### src/rtl/pipe_stage_skid_if.sv
// Beat channel between pipeline stages: valid/ready handshake carrying pc, pc+4 and instr.
// The master drives the beat and the slave returns ready.
interface pipe_stage_skid_if #(
  parameter int unsigned PC_W    = 32,
  parameter int unsigned INSTR_W = 32
) ();
  logic               valid;
  logic               ready;
  logic [PC_W-1:0]    pc;
  logic [PC_W-1:0]    pc_4;
  logic [INSTR_W-1:0] instr;

  modport master (output valid, output pc, output pc_4, output instr, input ready);
  modport slave  (input valid, input pc, input pc_4, input instr, output ready);
endinterface

### src/rtl/pipe_stage_skid.sv
// Inter-stage pipeline register with valid/ready handshake, synchronous flush and an
// optional 2-entry skid buffer that makes up.ready a register output.
module pipe_stage_skid #(
  parameter int unsigned        PC_W    = 32,
  parameter int unsigned        INSTR_W = 32,
  parameter bit                 SKID    = 1'b1,
  parameter logic [INSTR_W-1:0] BUBBLE  = '0
) (
  input  logic              cpu_clk,
  input  logic              cpu_rst_n,
  pipe_stage_skid_if.slave  up,
  pipe_stage_skid_if.master dn,
  input  logic              flush,
  output logic [1:0]        occ
);

  typedef enum logic [1:0] {
    StEmpty = 2'd0,
    StOne   = 2'd1,
    StTwo   = 2'd2
  } state_e;

  state_e             state_q;
  logic               dn_valid_q;
  logic [PC_W-1:0]    dn_pc_q;
  logic [PC_W-1:0]    dn_pc_4_q;
  logic [INSTR_W-1:0] dn_instr_q;
  logic [PC_W-1:0]    skid_pc_q;
  logic [PC_W-1:0]    skid_pc_4_q;
  logic [INSTR_W-1:0] skid_instr_q;
  logic               up_ready_q;
  logic               up_ready;
  logic               acc;
  logic               con;

  // Without the skid entry a beat may only enter when the held one leaves this cycle.
  assign up_ready = SKID ? up_ready_q : (!dn_valid_q || dn.ready);
  assign acc      = up.valid & up_ready;
  assign con      = dn_valid_q & dn.ready;

  assign up.ready = up_ready;
  assign dn.valid = dn_valid_q;
  assign dn.pc    = dn_pc_q;
  assign dn.pc_4  = dn_pc_4_q;
  assign dn.instr = dn_instr_q;
  assign occ      = state_q;

  always_ff @(posedge cpu_clk or negedge cpu_rst_n) begin
    if (!cpu_rst_n) begin
      state_q      <= StEmpty;
      dn_valid_q   <= 1'b0;
      dn_pc_q      <= '0;
      dn_pc_4_q    <= '0;
      dn_instr_q   <= BUBBLE;
      skid_pc_q    <= '0;
      skid_pc_4_q  <= '0;
      skid_instr_q <= BUBBLE;
      up_ready_q   <= 1'b1;
    end else if (flush) begin
      state_q      <= StEmpty;
      dn_valid_q   <= 1'b0;
      dn_pc_q      <= '0;
      dn_pc_4_q    <= '0;
      dn_instr_q   <= BUBBLE;
      skid_pc_q    <= '0;
      skid_pc_4_q  <= '0;
      skid_instr_q <= BUBBLE;
      up_ready_q   <= 1'b1;
    end else begin
      unique case (state_q)
        StEmpty: begin
          if (acc) begin
            state_q    <= StOne;
            dn_valid_q <= 1'b1;
            dn_pc_q    <= up.pc;
            dn_pc_4_q  <= up.pc_4;
            dn_instr_q <= up.instr;
          end
        end
        StOne: begin
          if (acc && con) begin
            dn_pc_q    <= up.pc;
            dn_pc_4_q  <= up.pc_4;
            dn_instr_q <= up.instr;
          end else if (acc) begin
            // Consumer stalled: park the new beat and drop ready for the next cycle.
            state_q      <= StTwo;
            skid_pc_q    <= up.pc;
            skid_pc_4_q  <= up.pc_4;
            skid_instr_q <= up.instr;
            up_ready_q   <= 1'b0;
          end else if (con) begin
            state_q    <= StEmpty;
            dn_valid_q <= 1'b0;
            dn_pc_q    <= '0;
            dn_pc_4_q  <= '0;
            dn_instr_q <= BUBBLE;
          end
        end
        StTwo: begin
          if (con) begin
            state_q      <= StOne;
            dn_pc_q      <= skid_pc_q;
            dn_pc_4_q    <= skid_pc_4_q;
            dn_instr_q   <= skid_instr_q;
            skid_pc_q    <= '0;
            skid_pc_4_q  <= '0;
            skid_instr_q <= BUBBLE;
            up_ready_q   <= 1'b1;
          end
        end
        default: begin
          state_q    <= StEmpty;
          dn_valid_q <= 1'b0;
          up_ready_q <= 1'b1;
        end
      endcase
    end
  end

endmodule

### src/flat_wrapper.sv
// flat-port wrapper written by rule: the top's interface ports become plain ports
module pipe_stage_skid_flat 
#(
  parameter int unsigned        PC_W    = 32,
  parameter int unsigned        INSTR_W = 32,
  parameter bit                 SKID    = 1'b1,
  parameter logic [INSTR_W-1:0] BUBBLE  = '0
)
  (cpu_clk, cpu_rst_n, flush, occ, up_valid, up_pc, up_pc_4, up_instr, up_ready, dn_valid, dn_pc, dn_pc_4, dn_instr, dn_ready);
  pipe_stage_skid_if #(.PC_W(PC_W), .INSTR_W(INSTR_W)) up_i ();
  pipe_stage_skid_if #(.PC_W(PC_W), .INSTR_W(INSTR_W)) dn_i ();
  input  logic cpu_clk;
  input  logic cpu_rst_n;
  input  logic flush;
  output logic [1:0] occ;
  input wire logic [$bits(up_i.valid)-1:0] up_valid;
  input wire logic [$bits(up_i.pc)-1:0] up_pc;
  input wire logic [$bits(up_i.pc_4)-1:0] up_pc_4;
  input wire logic [$bits(up_i.instr)-1:0] up_instr;
  output wire logic [$bits(up_i.ready)-1:0] up_ready;
  output wire logic [$bits(dn_i.valid)-1:0] dn_valid;
  output wire logic [$bits(dn_i.pc)-1:0] dn_pc;
  output wire logic [$bits(dn_i.pc_4)-1:0] dn_pc_4;
  output wire logic [$bits(dn_i.instr)-1:0] dn_instr;
  input wire logic [$bits(dn_i.ready)-1:0] dn_ready;
  assign up_i.valid = up_valid;
  assign up_i.pc = up_pc;
  assign up_i.pc_4 = up_pc_4;
  assign up_i.instr = up_instr;
  assign up_ready = up_i.ready;
  assign dn_valid = dn_i.valid;
  assign dn_pc = dn_i.pc;
  assign dn_pc_4 = dn_i.pc_4;
  assign dn_instr = dn_i.instr;
  assign dn_i.ready = dn_ready;
  pipe_stage_skid #(.PC_W(PC_W), .INSTR_W(INSTR_W), .SKID(SKID), .BUBBLE(BUBBLE)) u_core (.cpu_clk(cpu_clk), .cpu_rst_n(cpu_rst_n), .up(up_i), .dn(dn_i), .flush(flush), .occ(occ));
endmodule
### config.mk
export PLATFORM = sky130hd
export DESIGN_NAME = pipe_stage_skid_flat
export DESIGN_NICKNAME = d
export VERILOG_FILES = /design/src/rtl/pipe_stage_skid_if.sv /design/src/rtl/pipe_stage_skid.sv /design/src/flat_wrapper.sv
export SDC_FILE = /design/constraint.sdc
export NUM_CORES = 1
export LEC_CHECK = 0
export ABC_AREA = 1
export CAP_MARGIN = 15
export CELL_PAD_IN_SITES_DETAIL_PLACEMENT = 1
export CELL_PAD_IN_SITES_GLOBAL_PLACEMENT = 2
export CORE_ASPECT_RATIO = 0.5
export CORE_MARGIN = 2
export CORE_UTILIZATION = 30
export DETAILED_ROUTE_END_ITERATION = 6
export PLACE_DENSITY = 0.95
export SETUP_SLACK_MARGIN = 0.2
export SLEW_MARGIN = 20
export SYNTH_ARGS = -nofsm -noshare
export SYNTH_HDL_FRONTEND = slang
export SYNTH_SLANG_ARGS = --single-unit
export TNS_END_PERCENT = 100
### constraint.sdc
create_clock -name cpu_clk -period 3.1 [get_ports cpu_clk]
set_input_delay 0.465 -clock cpu_clk [delete_from_list [all_inputs] [get_ports cpu_clk]]
set_output_delay 0.465 -clock cpu_clk [all_outputs]
set_load 0.05 [all_outputs]
Word-level counts from Yosys, hierarchy flattened --
Index checks and enable logic that the tools add are counted.
Operators by class: equal/unequal tests 13, bitwise logic cells 2, reduce and logical (&&, ||, !) cells 9, muxes and demuxes 44
Operator list (count):
- 32-bit two-way mux | 20
- 32-bit one-hot mux with 3 select lines | 3
- 32-bit one-hot mux with 2 select lines | 3
- 2-bit two-way mux | 6
- 3-bit by 2-bit != test with 1-bit output, second input constant | 4
- 4-bit AND reduction | 3
- 5-bit AND reduction | 2
- 1-bit two-way mux | 9
- 4-bit by 2-bit != test with 1-bit output, second input constant | 2
- 3-bit != test, second input constant | 2
- 1-bit one-hot mux with 3 select lines | 2
- 2-bit one-hot mux with 3 select lines | 1
- 2-bit != test, second input constant | 2
- 4-bit != test, second input constant | 1
- 4-bit nonzero test | 1
- 3-bit nonzero test | 1
- 1-bit bitwise AND | 2
- 2-bit by 1-bit equality test with 1-bit output, second input constant | 1
- 2-bit equality test, second input constant | 1
- 2-bit zero test | 1
- 1-bit logical AND | 1
Storage, ports and cells: input bits 101, logic and storage cells 77, flip-flop bits (word level) 196, output and inout port bits 100

Longest topological paths before layout --
Gate-level depths: netlist of run 1.
depth after elaboration 6, gate-level depth with buffers 12, mapped depth without buffers 10

Worst setup path after synthesis of run 1 --
OpenSTA, ideal clock, no wires.
path type register -> register, start point register u_core.state_q[0], in the netlist u_core.occ[0], end point register u_core.dn_pc_q[0], in the netlist u_core.dn.pc[0], required time 3.034 ns, slack 0.965 ns, arrival 2.069 ns, stages on the path, launching flop included 11, path through dfrtp_1 -> inv_1 -> ha_1 -> nand2_1 -> clkinv_1 -> clkbuf_1 -> clkbuf_1 -> nand2_1 -> nand2_1 -> nand2_1 -> nand2_1
On the way: longest elaborated chain between the ends 3, elaborated cells on any way between the ends 11
Ends and longest elaborated chain:
- start: declaration | RTL line pipe_stage_skid.sv:23 | state_e state_q;
- start signal: assignment | RTL line pipe_stage_skid.sv:50 | state_q <= StEmpty;
- start signal: assignment | RTL line pipe_stage_skid.sv:60 | state_q <= StEmpty;
- start signal: assignment | RTL line pipe_stage_skid.sv:73 | state_q <= StOne;
- 2-bit by 1-bit equality test with 1-bit output (tied with other cells) | RTL line pipe_stage_skid.sv:70 | unique case (state_q)
- 4-bit != test (no line) (tied with other cells)
- 5-bit AND reduction (no line) / 32-bit two-way mux (equally long branches)
- end signal: assignment | RTL line pipe_stage_skid.sv:75 | dn_pc_q <= up.pc;
- end signal: assignment | RTL line pipe_stage_skid.sv:82 | dn_pc_q <= up.pc;
- end signal: assignment | RTL line pipe_stage_skid.sv:103 | dn_pc_q <= skid_pc_q;
- end: declaration | RTL line pipe_stage_skid.sv:25 | logic [PC_W-1:0] dn_pc_q;
Several ways; a longest one is shown, not always the timed one. A chain may end at the register's enable or synchronous reset.

Final worst setup path of run 1 --
start point register u_core.state_q[0], in the netlist u_core.occ[0], end point register u_core.dn_pc_q[27], in the netlist u_core.dn.pc[27]
The elaborated chain is that of the path after synthesis.

==> impl_metrics.json, run 1 <==
{
  "maxCapViolCount": 0,
  "synthToLayoutAreaGrowth_pct": 34.45,
  "rows": 44,
  "finalSetupViolations": 0,
  "ff2ff_setup_slack_ns": 0.79,
  "crit_fanout": 31,
  "drc": 0,
  "ys_seq_area_share_pct": 55.19,
  "grt_pass1_vias": 9009,
  "cts_tree": "built",
  "status": "completed",
  "ys_types": 21,
  "dr.pass1.iters": 4,
  "start_kind": "register",
  "met1_usage_pct": 22.61,
  "irDropWorstVdd_mv": 0.5140,
  "period_needed_ns": 2.309,
  "synth_seq_cells": 196,
  "synth_area_leaders": "dfrtp_1, nand2_1, o21ai_0, buf_2, clkbuf_1",
  "rr_endpoint": "u_core.dn.pc[27]$_DFFE_PN0P_",
  "portBuffers": 200,
  "p_per_area_mw_per_mm2": 1166,
  "hold_viol_final": 0,
  "cts.sinks": 196,
  "synth_top_area_share_pct": 54.89,
  "crit_top_cell": "nand2_1",
  "rr_worst_depth": 9,
  "worst_path_dominant_cell_family": "buffers and inverters",
  "final_area_sq_mm": 0.01195,
  "clockRootBuffer": "clkbuf_16",
  "nNetsFinal": 1457,
  "grt_antenna_before_repair": 1,
  "setup_ws_ns": 0.7913,
  "min_path_type": "primary input to async pin",
  "cp_slowest_cell": "dfrtp_1",
  "cts.reportedPaths.clkPinSlew_ns": 0.07,
  "place_hpwl_um": 18830,
  "vias": 8162,
  "dp_cells": 1723,
  "cts_buffers": 17,
  "slew_violations": 0,
  "grtUsageMet3_pct": 2.941,
  "clockBufferDepth": 2,
  "period_share_pct": 74.47,
  "final_util_pct": 41.12,
  "routed_wl_um": 28170,
  "holdBufCountCts": 0,
  "via_per_inst": 4.651,
  "r2r_start": "u_core.occ[0]$_DFFE_PN0P_",
  "grt.overflow.total": 0,
  "gr-usage-all-layers_pct": 18.97,
  "slew_headroom_pct": 53.74,
  "syn_area_per_cell_sq_um": 7.489,
  "final_cell_mix": "nand2_1, clkdlybuf4s50_1, dfrtp_1, o21ai_0, clkbuf_16",
  "syn_area_sq_mm": 0.008890,
  "critical_path_class": "register to register",
  "gp_congestion": 0.7494,
  "place_ws_ns": 0.5358,
  "start_util_pct": 30.58,
  "cpPeakStageDelay_ns": 0.45,
  "die_w_um": 247.4,
  "setup_tns_ns": 0,
  "drt-initial-drc-count": 370,
  "post_cts.resized_instances": 0,
  "layout_commonest_cell": "nand2_1",
  "die_y_um": 125.7,
  "worstMarginPinSlew_ns": 0.6939,
  "placed_area_sq_mm": 0.01132,
  "max_clock_freq_ghz": 0.4331,
  "cts_setup_buffers": 0,
  "worst-path-buf-inv": 3,
  "syn-instance-count": 1187,
  "drive_gt1_share_pct": 4.182,
  "grt_start_max_net_pins": 97,
  "fin_cells": 1755,
  "p_leak_nw": 5.974,
  "rsz0062_at_grt": "no",
  "skew_ns": 0.007771,
  "floorplan.die_area_sq_mm": 0.03111,
  "path_cells": "inv_1 > ha_1 > nand2_1 > clkinv_2 > buf_12 > nand2_1 > nand2_1 > nand2_1 > nand2_1",
  "critPathRequiredTime_ns": 3.43,
  "clock_latency_ns": 0.44,
  "ios": 201,
  "whs_ns": 0.05115,
  "htree_levels": 4,
  "core_area_sq_mm": 0.02907,
  "grt_first_pass_wirelength_um": 46780,
  "grt.met2_usage_pct": 35.08,
  "wl_per_cell_um": 16.05,
  "syn_nets": 1293,
  "yosysTopAreaCell": "dfrtp_1",
  "endpoint_kind": "register",
  "drtAntennaViolNets": 0,
  "yosys_warnings": 0,
  "grt_most_used_layer": "met2",
  "power_mw": 13.93,
  "cp.arrival_ns": 2.64
}
-- sequential cells by signal, indices dropped and copies added (netlist names) --
name,flops
u_core.dn.instr,32
u_core.dn.pc,32
u_core.dn.pc_4,32
u_core.dn.valid,1
u_core.occ,2
u_core.skid_instr_q,32
u_core.skid_pc_4_q,32
u_core.skid_pc_q,32
u_core.up.ready,1
-- synth_stat cells (all sizes together) --
cell type,instances
a21oi,2
buf,33
clkbuf,38
clkinv,2
dfrtp,195
dfstp,1
ha,5
inv,10
nand2,787
nand3,8
nand4,1
nor2,4
nor3,1
o21ai,99
or2,1
-- report_power, final --
group | switching [mW] | internal [mW] | total [mW]
clock | 1.03 | 1.39 | 2.42
sequential | 0.677 | 3.68 | 4.36
combinational | 5.04 | 2.11 | 7.15
-- cell type report --
type | instances | area (sq um)
clock inverters | 12 | 177.7
well taps | 391 | 489.2
flip-flops and latches | 196 | 4906
inverters | 12 | 47.55
clock buffers | 19 | 452.9
repair buffers | 216 | 2238
multi-input cells | 908 | 3638
diodes | 1 | 2.502
fillers | 3564 | 17120
-- worst max-delay path by stage --
stage                              startpoint                      endpoint  slack, ns  cells after the start
floorplan           u_core.occ[0]$_DFFE_PN0P_   u_core.dn.pc[0]$_DFFE_PN0P_       0.96                     10
global placement                        flush  u_core.dn.pc[26]$_DFFE_PN0P_       0.65                      9
detailed placement                      flush   u_core.dn.pc[1]$_DFFE_PN0P_       0.54                      9
CTS                 u_core.occ[0]$_DFFE_PN0P_  u_core.dn.pc[27]$_DFFE_PN0P_       0.74                      9
global route        u_core.occ[0]$_DFFE_PN0P_  u_core.dn.pc[27]$_DFFE_PN0P_       0.61                      9
finish              u_core.occ[0]$_DFFE_PN0P_  u_core.dn.pc[27]$_DFFE_PN0P_       0.79                      9
-- routing by layer --
metal	routed length, um	up-vias
li1	-	3951
met1	12180	4079
met2	14840	96
met3	640	36
met4	511	0
met5	0	-
-- cells by family after synthesis --
| family | count (synthesis) | share of synthesized area (%) |
|---|---|---|
| buf+inv | 83 | 4.265 |
| simple gates | 802 | 34.16 |
| fa+ha+maj | 5 | 0.7037 |
| flops | 196 | 55.19 |
| compound gates | 101 | 5.686 |
Power figures use the tool's default switching activity.
==> inputs of run 2 (changes only) <==
CORE_UTILIZATION = 28   (was 30)
PLACE_DENSITY = 0.91   (was 0.95)
clock period = 2.4 ns   (was 3.1 ns; I/O delays follow)
==> impl_metrics.json, run 2 (same netlist as run 1, synthesis figures left out) <==
{
  "htree_levels": 4,
  "die_y_um": 130.0,
  "slew_violations": 0,
  "core_area_sq_mm": 0.03148,
  "nNetsFinal": 1463,
  "setup_tns_ns": 0,
  "dp_cells": 1769,
  "power_mw": 17.88,
  "grt_first_pass_wirelength_um": 46950,
  "final_cell_mix": "nand2_1, clkdlybuf4s50_1, dfrtp_1, o21ai_0, clkbuf_16",
  "drive_gt1_share_pct": 4.389,
  "grt_pass1_vias": 8742,
  "clockRootBuffer": "clkbuf_16",
  "gr-usage-all-layers_pct": 17.86,
  "drtAntennaViolNets": 0,
  "crit_start": "u_core.up.ready$_DFFE_PN1P_",
  "switching_share_pct": 48.96,
  "rows": 46,
  "start_util_pct": 28.24,
  "irDropWorstVdd_mv": 0.6357,
  "drt-initial-drc-count": 429,
  "critical_path_class": "register to output port",
  "cts_buffers": 17,
  "wl_per_cell_um": 16.17,
  "grt_start_max_net_pins": 73,
  "worst-path-buf-inv": 1,
  "endpoint_kind": "output port",
  "cpPeakStageDelay_ns": 0.80,
  "skew_ns": 0.01010,
  "via_per_inst": 4.553,
  "crit_fanout": 3,
  "r2r_start": "u_core.occ[0]$_DFFE_PN0P_",
  "placed_area_sq_mm": 0.01148,
  "ios": 201,
  "finalSetupViolations": 0,
  "drc": 0,
  "gp_congestion": 0.7913,
  "clockBufferDepth": 2,
  "die_w_um": 256.0,
  "start_kind": "register",
  "cp.arrival_ns": 1.78,
  "dr.pass1.iters": 4,
  "fin_cells": 1800,
  "maxCapViolCount": 0,
  "cts.sinks": 196,
  "critPathRequiredTime_ns": 2.04,
  "status": "completed",
  "worst_path_dominant_cell_family": "buffers and inverters",
  "place_hpwl_um": 19530,
  "grt.overflow.total": 0,
  "max_clock_freq_ghz": 0.4675,
  "portBuffers": 200,
  "cp_slowest_cell": "clkdlybuf4s50_1",
  "rsz0062_at_grt": "no",
  "routed_wl_um": 29110,
  "cts_tree": "built",
  "seq_power_share_pct": 31.6,
  "switchingPower_mw": 8.756,
  "whs_ns": 0.4762,
  "grt_antenna_before_repair": 1,
  "path_cells": "clkdlybuf4s50_1",
  "slew_headroom_pct": 59.00,
  "p_per_area_mw_per_mm2": 1485,
  "vias": 8195,
  "clock_latency_ns": 0.45,
  "power_frac_clock_pct": 15.1,
  "layout_commonest_cell": "nand2_1",
  "hold_viol_final": 0,
  "period_share_pct": 89.12,
  "cts.reportedPaths.clkPinSlew_ns": 0.07,
  "period_needed_ns": 2.139,
  "internal_power_mw": 9.127,
  "synthToLayoutAreaGrowth_pct": 35.45,
  "p_leak_nw": 5.983,
  "worstMarginPinSlew_ns": 0.6151,
  "min_path_type": "primary input to async pin",
  "combPwrFrac_pct": 53.3,
  "final_area_sq_mm": 0.01204,
  "floorplan.die_area_sq_mm": 0.03328
}
run 2: repair_timing:
action,CTS,global route
endpoints found under the setup margin,0,100
gates resized for setup,0,3
hold buffers,1,0
hold endpoints to repair,61,0
setup buffers,0,0
run 2: metrics by stage:
stage | setup slack, ns | utilization (%)
2_1_floorplan | 0.2649 | -
3_3_place_gp | 0.2593 | 36.48
3_5_place_dp | 0.2105 | 36.48
4_1_cts | 0.2200 | 38.19
5_1_grt | 0.1979 | 38.25
6_report | 0.2611 | 38.25
run 2: power by group through the flow:
| stage | logic (mW) | clock network, mW | registers [mW] |
|---|---|---|---|
| detailed placement | 9.62 | 0 | 5.70 |
| finish | 9.53 | 2.69 | 5.66 |
| global placement | 9.36 | 0 | 5.64 |
| CTS | 9.66 | 2.77 | 5.67 |
| global route | 10.4 | 2.90 | 5.83 |
| floorplan | 3.45 | 0 | 8.14 |
run 2: path summary, 6_finish.rpt:
kind	endpoint	slack, ns	cells after the start
max	up_ready	0.26	1
min	u_core.skid_pc_4_q[3]$_DFFE_PN0P_	0.48	2
min in group cpu_clk	u_core.dn.pc[13]$_DFFE_PN0P_	0.48	2
max reg2reg	u_core.dn.pc[7]$_DFFE_PN0P_	0.37	9
max in group asynchronous	u_core.skid_instr_q[9]$_DFFE_PN0P_	1.15	3
min reg2reg	u_core.dn.pc[13]$_DFFE_PN0P_	0.48	2
run 2: layer usage:
layer	up-vias	part of all wire [%]	GRT usage [%]
li1	3962	-	-
met1	4113	43	20.84
met2	90	52	33.22
met3	30	3.2	3.749
met4	0	1.7	5.848
met5	-	0	0
run 2: layout make-up:
| type | count | area (sq um) |
|---|---|---|
| flip-flops and latches | 196 | 4907 |
| diodes | 1 | 2.502 |
| fillers | 3807 | 19440 |
| multi-input cells | 908 | 3654 |
| well taps | 432 | 540.5 |
| clock buffers | 25 | 505.5 |
| inverters | 12 | 47.55 |
| repair buffers | 222 | 2361 |
| clock inverters | 4 | 23.77 |
==> inputs of run 3 (changes only) <==
ABC_AREA = 0   (was 1)
CORE_UTILIZATION = 31   (was 28)
PLACE_DENSITY = 0.92   (was 0.91)
==> impl_metrics.json, run 3 <==
{
  "clockBufferDepth": 2,
  "skew_ns": 0.01010,
  "wl_per_cell_um": 21.54,
  "nNetsFinal": 1380,
  "grt_pass1_vias": 10260,
  "synthToLayoutAreaGrowth_pct": 35.10,
  "crit_fanout": 152,
  "core_area_sq_mm": 0.03183,
  "drive_gt1_share_pct": 8.547,
  "clockRootBuffer": "clkbuf_16",
  "drc": 0,
  "ys_async_sr_fraction_pct": 100.0,
  "floorplan.die_area_sq_mm": 0.03408,
  "start_kind": "register",
  "final_cell_mix": "nand2_1, clkdlybuf4s50_1, dfrtp_1, a21oi_1, nor2_1",
  "rsz0062_at_grt": "yes",
  "grt_first_pass_wirelength_um": 56010,
  "via_per_inst": 5.544,
  "drt-initial-drc-count": 721,
  "synth_top_area_share_pct": 48.38,
  "n_antenna_cell": 0,
  "syn-instance-count": 1122,
  "status": "completed",
  "min_path_type": "primary input to register",
  "cts.sinks": 196,
  "grt.overflow.total": 0,
  "die_w_um": 259.1,
  "cp.arrival_ns": 2.56,
  "cts_tree": "built",
  "syn_nets": 1228,
  "max_clock_freq_ghz": 0.4580,
  "syn_area_per_cell_sq_um": 8.989,
  "synth_seq_cells": 196,
  "yosysTopAreaCell": "dfrtp_1",
  "p_leak_nw": 5.179,
  "gp_congestion": 0.7647,
  "ys.flop_type": "dfrtp_1",
  "drtAntennaViolNets": 0,
  "ios": 201,
  "grt_start_max_net_pins": 193,
  "maxCapViolCount": 0,
  "fillers": 3513,
  "grt_antenna_before_repair": 0,
  "final_util_pct": 42.81,
  "ys_seq_area_share_pct": 48.64,
  "die_y_um": 131.5,
  "synth_area_leaders": "dfrtp_1, a311oi_1, nand2_1, nand3b_1, a31oi_1",
  "slew_violations": 0,
  "critPathRequiredTime_ns": 2.78,
  "irDropWorstVdd_mv": 0.9124,
  "critical_path_class": "register to register",
  "cts_buffers": 17,
  "vias": 9530,
  "synth_edf_count": 0,
  "htree_levels": 4,
  "hold_viol_final": 0,
  "finalSetupViolations": 0,
  "slew_headroom_pct": 57.77,
  "place_hpwl_um": 21300,
  "start_util_pct": 31.69,
  "clock_latency_ns": 0.46,
  "synth_commonest_cells": "dfrtp_1, nand2_1, nor2_1",
  "period_needed_ns": 2.183,
  "routed_wl_um": 37030,
  "rows": 46,
  "portBuffers": 200,
  "p_per_area_mw_per_mm2": 1443,
  "cts.reportedPaths.clkPinSlew_ns": 0.07,
  "whs_ns": 0.3812,
  "endpoint_kind": "register",
  "syn_area_sq_mm": 0.01009,
  "gr-usage-all-layers_pct": 20.58,
  "worstMarginPinSlew_ns": 0.6334,
  "dr.pass1.iters": 5,
  "yosys_warnings": 0,
  "period_share_pct": 90.97,
  "ys_types": 34
}
==> run 3: repair_timing <==
action                                  4_1_cts  5_1_grt
hold buffers                                  1        0
endpoints found under the setup margin       96      162
buffers inserted                              3        9
gates resized for setup                      11       24
gates cloned                                  1        8
pin swaps                                     2       17
hold endpoints to repair                     58        0
==> run 3: final cells by class <==
class / count / area, sq um / share of cell area (%)
Clock buffer: 20 / 446.7 / 3.278
Sequential cell: 196 / 4908 / 36.02
Clock inverter: 12 / 131.4 / 0.9642
Tap cell: 432 / 540.5 / 3.967
Multi-Input combinational cell: 806 / 4757 / 34.91
Timing Repair Buffer: 251 / 2831 / 20.78
Inverter: 2 / 10.01 / 0.07346
==> run 3: cells by family (layout without fill, tap and decap cells) <==
| kind of cell | Yosys count | count (layout) | synth area share [%] |
|---|---|---|---|
| AO/OA/AOI/OAI | 302 | 302 | 20.38 |
| XOR/XNOR | 1 | 1 | 0.08685 |
| flip-flops | 196 | 196 | 48.64 |
| buffers and inverters | 120 | 285 | 5.434 |
| multiplexers | 1 | 1 | 0.1116 |
| AND/OR/NAND/NOR | 497 | 497 | 24.72 |
| adder cells (fa/ha/maj) | 5 | 5 | 0.6203 |
==> run 3: power by group <==
group | switching (mW) | internal (mW)
Sequential | 0.663 | 4.35
Clock | 1.38 | 1.56
Combinational | 7.35 | 4.36
Total | 9.39 | 10.3
==> run 3: worst paths after layout <==
check                                                     from                                   to  slack (ns)  cells past startpoint
setup / recovery                     u_core.occ[1]$_DFFE_PN0P_          u_core.dn.valid$_DFFE_PN0P_        0.22                      6
hold / removal                                           flush     u_core.skid_pc_q[29]$_DFFE_PN0P_        0.38                      2
setup reg to reg                     u_core.occ[1]$_DFFE_PN0P_          u_core.dn.valid$_DFFE_PN0P_        0.22                      6
hold reg to reg            u_core.skid_instr_q[27]$_DFFE_PN0P_  u_core.skid_instr_q[27]$_DFFE_PN0P_        0.52                      2
max in group asynchronous                            cpu_rst_n          u_core.up.ready$_DFFE_PN1P_        1.11                      3
min in group asynchronous                            cpu_rst_n     u_core.skid_pc_q[26]$_DFFE_PN0P_        0.48                      2
==> run 3: layer usage <==
| layer | global-route usage, % | routed length (um) | part of all wire, % |
|---|---|---|---|
| met5 | 0 | 0 | 0 |
| met4 | 8.285 | 901 | 2.4 |
| met1 | 23.65 | 15400 | 42 |
| met3 | 4.070 | 1263 | 3.4 |
| met2 | 37.33 | 19470 | 53 |
==> run 3: worst max-delay path: stages (launching register included) <==
cell	delay [ns]
dfrtp_2	0.44
buf_4	0.15
ha_4	0.18
buf_4	0.14
buf_12	0.23
or4b_2	0.71
a21oi_1	0.17
==> run 3: stage by stage <==
| step | TNS (ns) | setup WS [ns] | std cells | power, mW | instance area, sq um |
|---|---|---|---|---|---|
| after global placement | 0 | 0.09374 | 1665 | 14.72 | 12550 |
| final | 0 | 0.2167 | 1719 | 19.66 | 13630 |
| after CTS | 0 | 0.1641 | 1702 | 18.50 | 13220 |
| after detailed placement | -0.2285 | -0.06802 | 1665 | 15.18 | 12550 |
| after global routing | 0 | 0.1235 | 1719 | 20.77 | 13630 |
| after floorplan | 0 | 0.2122 | 1122 | 11.85 | 10090 |
